## config.mk

```make
export PLATFORM = sky130hd
export DESIGN_NAME = hit_detector
export DESIGN_NICKNAME = d
export VERILOG_FILES = /design/src/rtl/hit_detector_pkg.sv /design/src/rtl/hit_detector_lane_prio_enc.sv /design/src/rtl/hit_detector.sv
export SDC_FILE = /design/constraint.sdc
export NUM_CORES = 1
export LEC_CHECK = 0
export CAP_MARGIN = 20
export CORE_MARGIN = 1.5
export CORE_UTILIZATION = 53
export CTS_BUF_LIST = sky130_fd_sc_hd__clkbuf_8
export DETAILED_ROUTE_END_ITERATION = 10
export PLACE_DENSITY = 0.82
export SETUP_SLACK_MARGIN = 0.3
export SYNTH_ARGS = -nofsm -noshare
export SYNTH_HDL_FRONTEND = slang
export SYNTH_SLANG_ARGS = --single-unit
```

## constraint.sdc

```tcl
create_clock -name clk -period 1.83 [get_ports clk]
set_input_delay 0.4575 -clock clk [delete_from_list [all_inputs] [get_ports clk]]
set_output_delay 0.4575 -clock clk [all_outputs]
set_load 0.05 [all_outputs]
```

## src/rtl/hit_detector_pkg.sv

```systemverilog
// hit_detector_pkg
// Shared definitions for the punch-target hit detector: the controller
// state encoding, default parameter values and the saturating increment
// used by the hit/miss tallies.
package hit_detector_pkg;

  // Default parameter values for the detector
  localparam int DEF_N_LANES         = 3;
  localparam int DEF_DEBOUNCE_CYCLES = 4;
  localparam int DEF_CNT_W           = 8;

  // Widest tally the saturating helper can handle
  localparam int MAX_CNT_W = 32;

  typedef enum logic [2:0] {
    S_DETECTING = 3'd0,
    S_DEBOUNCE  = 3'd1,
    S_DETECTED  = 3'd2,
    S_MISSED    = 3'd3,
    S_RELEASE   = 3'd4
  } state_t;

  // Increment that sticks at 'limit' instead of wrapping. Callers widen
  // their tally to MAX_CNT_W and truncate the result back.
  function automatic logic [MAX_CNT_W-1:0] sat_inc(
    input logic [MAX_CNT_W-1:0] value,
    input logic [MAX_CNT_W-1:0] limit
  );
    if (value >= limit) begin
      return limit;
    end
    return value + 1'b1;
  endfunction

endpackage

```

## src/rtl/hit_detector_lane_prio_enc.sv

```systemverilog
// lane_prio_enc
// Lowest-set-bit priority encoder across the button lanes.
// Ports:
//   req   - one request bit per lane
//   idx   - index of the lowest set request bit (0 when none is set)
//   valid - high when at least one request bit is set
module lane_prio_enc #(
  parameter int N = 3,
  parameter int W = (N > 1) ? $clog2(N) : 1
) (
  input  logic [N-1:0] req,
  output logic [W-1:0] idx,
  output logic         valid
);

  // Scan from the top down so the lowest set bit is the last one written
  always_comb begin
    idx   = '0;
    valid = |req;
    for (int i = N - 1; i >= 0; i--) begin
      if (req[i]) begin
        idx = W'(i);
      end
    end
  end

endmodule

```

## src/rtl/hit_detector.sv

```systemverilog
// hit_detector
// Debounced hit/miss detector for the punch-target game. A press is
// snapshotted, must stay identical for DEBOUNCE_CYCLES edges, and is then
// classified against the target flags as a hit or a miss. After a
// classification the detector locks out until every button is released.
// Ports:
//   clk, rst     - clock and asynchronous active-high reset
//   enable       - arms detection of a new press
//   clr          - synchronous clear of both tallies (wins over increments)
//   btn          - button levels, one per lane, synchronous to clk
//   mole         - target-present flag per lane
//   shift        - one-cycle pulse on a hit
//   need_random  - one-cycle pulse on a hit, identical to shift
//   miss         - one-cycle pulse on a miss
//   hit_mask     - pressed lanes that had a target at the last hit
//   hit_lane     - lowest index set in hit_mask
//   hit_count    - saturating hit tally
//   miss_count   - saturating miss tally
module hit_detector
  import hit_detector_pkg::*;
#(
  parameter int N_LANES         = DEF_N_LANES,
  parameter int DEBOUNCE_CYCLES = DEF_DEBOUNCE_CYCLES,
  parameter int CNT_W           = DEF_CNT_W
) (
  input  logic                       clk,
  input  logic                       rst,
  input  logic                       enable,
  input  logic                       clr,
  input  logic [N_LANES-1:0]         btn,
  input  logic [N_LANES-1:0]         mole,
  output logic                       shift,
  output logic                       need_random,
  output logic                       miss,
  output logic [N_LANES-1:0]         hit_mask,
  output logic [$clog2(N_LANES)-1:0] hit_lane,
  output logic [CNT_W-1:0]           hit_count,
  output logic [CNT_W-1:0]           miss_count
);

  localparam int LANE_W = $clog2(N_LANES);
  localparam int DBC_W  = (DEBOUNCE_CYCLES > 1) ? $clog2(DEBOUNCE_CYCLES) : 1;

  localparam logic [DBC_W-1:0] DBC_LAST = DBC_W'(DEBOUNCE_CYCLES - 1);
  localparam logic [CNT_W-1:0] CNT_MAX  = '1;

  state_t              state;
  state_t              state_next;
  logic [N_LANES-1:0]  snap;
  logic [N_LANES-1:0]  eval_mask;
  logic [DBC_W-1:0]    dbc_cnt;
  logic                btn_stable;
  logic                dbc_done;
  logic [LANE_W-1:0]   lane_idx;
  logic                lane_valid;

  assign btn_stable = (btn == snap);
  assign dbc_done   = (dbc_cnt == DBC_LAST);

  // Lowest overlapping lane of the mask that was classified as a hit
  lane_prio_enc #(
    .N (N_LANES),
    .W (LANE_W)
  ) u_prio (
    .req   (eval_mask),
    .idx   (lane_idx),
    .valid (lane_valid)
  );

  // Controller state register
  always_ff @(posedge clk or posedge rst) begin
    if (rst) begin
      state <= S_DETECTING;
    end else begin
      state <= state_next;
    end
  end

  // Next-state logic. enable only gates the start of a press; a press
  // already being debounced runs to completion regardless.
  always_comb begin
    state_next = state;
    case (state)
      S_DETECTING: begin
        if (enable && (|btn)) begin
          state_next = S_DEBOUNCE;
        end
      end
      S_DEBOUNCE: begin
        if (!btn_stable) begin
          state_next = S_DETECTING;
        end else if (dbc_done) begin
          state_next = (|(snap & mole)) ? S_DETECTED : S_MISSED;
        end
      end
      S_DETECTED: state_next = S_RELEASE;
      S_MISSED:   state_next = S_RELEASE;
      S_RELEASE: begin
        if (!(|btn)) begin
          state_next = S_DETECTING;
        end
      end
      default: state_next = S_DETECTING;
    endcase
  end

  // Press snapshot, debounce counter and the overlap mask captured on the
  // classifying edge (the only edge on which mole matters)
  always_ff @(posedge clk or posedge rst) begin
    if (rst) begin
      snap      <= '0;
      dbc_cnt   <= '0;
      eval_mask <= '0;
    end else begin
      case (state)
        S_DETECTING: begin
          if (enable && (|btn)) begin
            snap    <= btn;
            dbc_cnt <= '0;
          end
        end
        S_DEBOUNCE: begin
          if (btn_stable) begin
            if (dbc_done) begin
              eval_mask <= snap & mole;
            end else begin
              dbc_cnt <= dbc_cnt + 1'b1;
            end
          end
        end
        default: ;
      endcase
    end
  end

  // Registered decodes of the state: pulses, hit report and tallies all
  // change one edge after the controller enters DETECTED or MISSED
  always_ff @(posedge clk or posedge rst) begin
    if (rst) begin
      shift       <= 1'b0;
      need_random <= 1'b0;
      miss        <= 1'b0;
      hit_mask    <= '0;
      hit_lane    <= '0;
      hit_count   <= '0;
      miss_count  <= '0;
    end else begin
      shift       <= (state == S_DETECTED);
      need_random <= (state == S_DETECTED);
      miss        <= (state == S_MISSED);

      if ((state == S_DETECTED) && lane_valid) begin
        hit_mask <= eval_mask;
        hit_lane <= lane_idx;
      end

      if (clr) begin
        hit_count  <= '0;
        miss_count <= '0;
      end else begin
        if (state == S_DETECTED) begin
          hit_count <= CNT_W'(sat_inc(MAX_CNT_W'(hit_count), MAX_CNT_W'(CNT_MAX)));
        end
        if (state == S_MISSED) begin
          miss_count <= CNT_W'(sat_inc(MAX_CNT_W'(miss_count), MAX_CNT_W'(CNT_MAX)));
        end
      end
    end
  end

endmodule

```

==> impl_metrics.json <==
{
  "start_util": 0.555,
  "place.gp.congestion": 0.780,
  "synthCells": 174,
  "antenna_found_initial": 0,
  "synth_area_leaders": "dfrtp_1 51%, nand2_1 4.9%, nor2_1 3.8%, o21ai_0 3.6%, o21bai_1 3.6%",
  "drive_above_1_share": 0.397,
  "drc_errors": 0,
  "clk_pin_slew_worst_paths_ns": 0.07,
  "syn_nets": 187,
  "yosysWarnings": 0,
  "overflow": 0,
  "wl_um": 4100,
  "dp.cells": 254,
  "hp-class": "reg -> reg",
  "ff2ff_setup_slack_ns": 0.27,
  "fillers": 192,
  "n_antenna_cell": 0,
  "timing.rr.end": "miss_count[4]$_DFFE_PP0P_",
  "synth.distinct_cells": 39,
  "met1_usage": 0.272,
  "dieArea_sq_mm": 0.00352,
  "hold_end": "hit_count[4]$_DFFE_PP0P_",
  "grt_pass1_wl_um": 6190,
  "syn_avg_cell_area_sq_um": 9.66,
  "rr_startpoint": "state[2]$_DFFE_PP0P_",
  "worstSkewPairLatency_ns": 0.29,
  "postPlaceCellArea_sq_mm": 0.00208,
  "core.rowCount": 20,
  "detailed_place_hpwl_um": 2580,
  "ant_nets": 0,
  "cellLeakagePower_nw": 1.21,
  "worstRegToRegCells": 6,
  "fin_nets": 249,
  "netlist.area_leader.share": 0.506,
  "drt_iter0_drc": 79,
  "fin_ws_ns": 0.272,
  "grt_pass1_vias": 1452,
  "cts_sinks": 34,
  "drv_cap": 0,
  "core_region_area_sq_mm": 0.00303,
  "synth_seq_cells": 34,
  "clockBufferDepth": 2,
  "cp.arrival_ns": 1.77,
  "fin_crit_ns": 1.56,
  "synth_flop_cell": "dfrtp_1",
  "slew_headroom": 0.594,
  "synth-edff-count": 0,
  "finalSetupViolCount": 0,
  "seq_area_frac_synth": 0.506,
  "grt_util_all_layers": 0.238,
  "hold-path-cell-count": 1,
  "yosysTopAreaCell": "dfrtp_1",
  "crit_required_ns": 2.04,
  "wire_per_inst_um": 14.6,
  "tns_ns": 0,
  "skew_ns": 0.00582,
  "cp-end-kind": "flip-flop",
  "use_met2": 0.408,
  "portBuffers": 33,
  "ir_drop_v": 0.000669,
  "met3_usage": 0.0633,
  "grt_max_degree": 35,
  "mostFrequentLayoutCells": "46 x buf_4, 25 x dfrtp_1, 21 x nand2_1",
  "gr-max-usage-layer": "met2",
  "firstDrtPassIters": 4,
  "die_y_um": 59.3,
  "synth-async-reset-ratio": 1.00,
  "area.growth.synth_to_final_pct": 45.2,
  "design_area_sq_mm": 0.00244,
  "cts-buffers-inserted": 5,
  "start_kind": "flip-flop",
  "dpl_worst_slack_ns": -0.194,
  "syn_area_sq_mm": 0.00168,
  "hold_viol_final": 0,
  "h-tree-depth": 2,
  "outcome": "completed",
  "cts_hold_buf": 0,
  "tritoncts": "built",
  "instances_no_fill": 281,
  "finalCritPeriodShare": 0.851,
  "min-delay-start": "hit_count[4]$_DFFE_PP0P_",
  "crit_type": "reg -> reg",
  "clock.fmax_mhz": 642,
  "via_per_inst": 5.65,
  "powerDensity_mw_per_mm2": 800,
  "rsz0062_at_grt": "true",
  "max_slew.worst_pin.slew_ns": 0.609,
  "cp_max_fo": 8,
  "die_w_um": 59.3,
  "root_buffer": "clkbuf_8",
  "via_count": 1589,
  "final_common_cell": "buf_4",
  "maxSlewViolCount": 0,
  "io_pins": 34
}
-- metal layers --
layer / vias to the layer above / wire, um
li1: 755 / -
met1: 784 / 1680
met2: 43 / 2190
met3: 7 / 171
met4: 0 / 65
met5: - / 0
-- Yosys cell counts (2+ instances only) --
| cell | n |
|---|---|
| nand2_1 | 22 |
| and3_1 | 3 |
| a211oi_1 | 5 |
| and4_1 | 3 |
| mux2i_1 | 2 |
| inv_1 | 7 |
| o21bai_1 | 8 |
| ha_1 | 3 |
| xnor2_1 | 3 |
| o21ai_0 | 12 |
| nor3_1 | 4 |
| a31oi_1 | 9 |
| dfrtp_1 | 34 |
| nor2b_1 | 3 |
| nor2_1 | 17 |
| o21a_1 | 2 |
| buf_4 | 2 |
| a21oi_1 | 5 |
| a22o_1 | 2 |
| nand3_1 | 9 |
-- critical path: stages (launching register included) --
cell and delay (ns):
dfrtp_1 0.40, buf_6 0.15, nand3b_1 0.28, inv_2 0.20, and4_1 0.24, o21bai_1 0.07, a31oi_1 0.14
-- kinds of logic (layout without fill, tap and decap cells) --
kind of cell,after synthesis,in the layout,synth area share
AO/OA/AOI/OAI,47,47,0.184
multiplexers,2,2,0.0119
buffers and inverters,13,76,0.0380
AND/OR/NAND/NOR,72,72,0.222
flip-flops,34,34,0.506
adder cells (fa/ha/maj),3,3,0.0223
XOR/XNOR,3,3,0.0156
-- state kept, by name, summed over array words and instances (netlist names) --
name	count
snap	3
hit_lane	2
need_random	1
dbc_cnt	2
hit_mask	3
state	3
hit_count	8
eval_mask	3
miss	1
miss_count	8
-- worst max path at each step --
stage	cells past startpoint	slack [ns]	startpoint	endpoint
final	6	0.27	state[2]$_DFFE_PP0P_	miss_count[4]$_DFFE_PP0P_
after global routing	6	0.18	state[2]$_DFFE_PP0P_	miss_count[4]$_DFFE_PP0P_
after CTS	5	0.25	state[2]$_DFFE_PP0P_	miss_count[7]$_DFFE_PP0P_
after detailed placement	5	-0.19	btn[2]	state[0]$_DFFE_PP0P_
after global placement	5	-0.15	btn[2]	state[0]$_DFFE_PP0P_
after floorplan	5	0.24	miss_count[0]$_DFFE_PP0P_	miss_count[2]$_DFFE_PP0P_
-- power breakdown --
part,internal (W),leakage (nW),switching (W)
clock,0.000297,0.0524,0.000260
combinational,0.000282,0.715,0.000236
sequential,0.000814,0.447,0.0000625
-- final cells by class --
class,count,area [sq um],area share
Clock buffer,6,82.6,0.0338
Timing Repair Buffer,59,479,0.196
Multi-Input combinational cell,127,916,0.375
Clock inverter,2,8.76,0.00359
Inverter,9,36.3,0.0149
Tap cell,44,55.1,0.0226
Sequential cell,34,862,0.353
-- what timing repair did --
action | in CTS | in global routing
setup buffers | 7 | 12
endpoints found under the setup margin | 17 | 19
gates resized for setup | 8 | 28
pin swaps | 6 | 10
endpoints found under the hold margin | 0 | 0
-- through the flow --
step	hold WS, ns	total power, W	util
floorplan	0.486	0.00113	-
global placement	0.476	0.00125	0.686
detailed placement	0.482	0.00128	0.686
CTS	0.490	0.00188	0.736
global route	0.529	0.00205	0.806
finish	0.487	0.00195	0.806
Power figures use the tool's default switching activity.
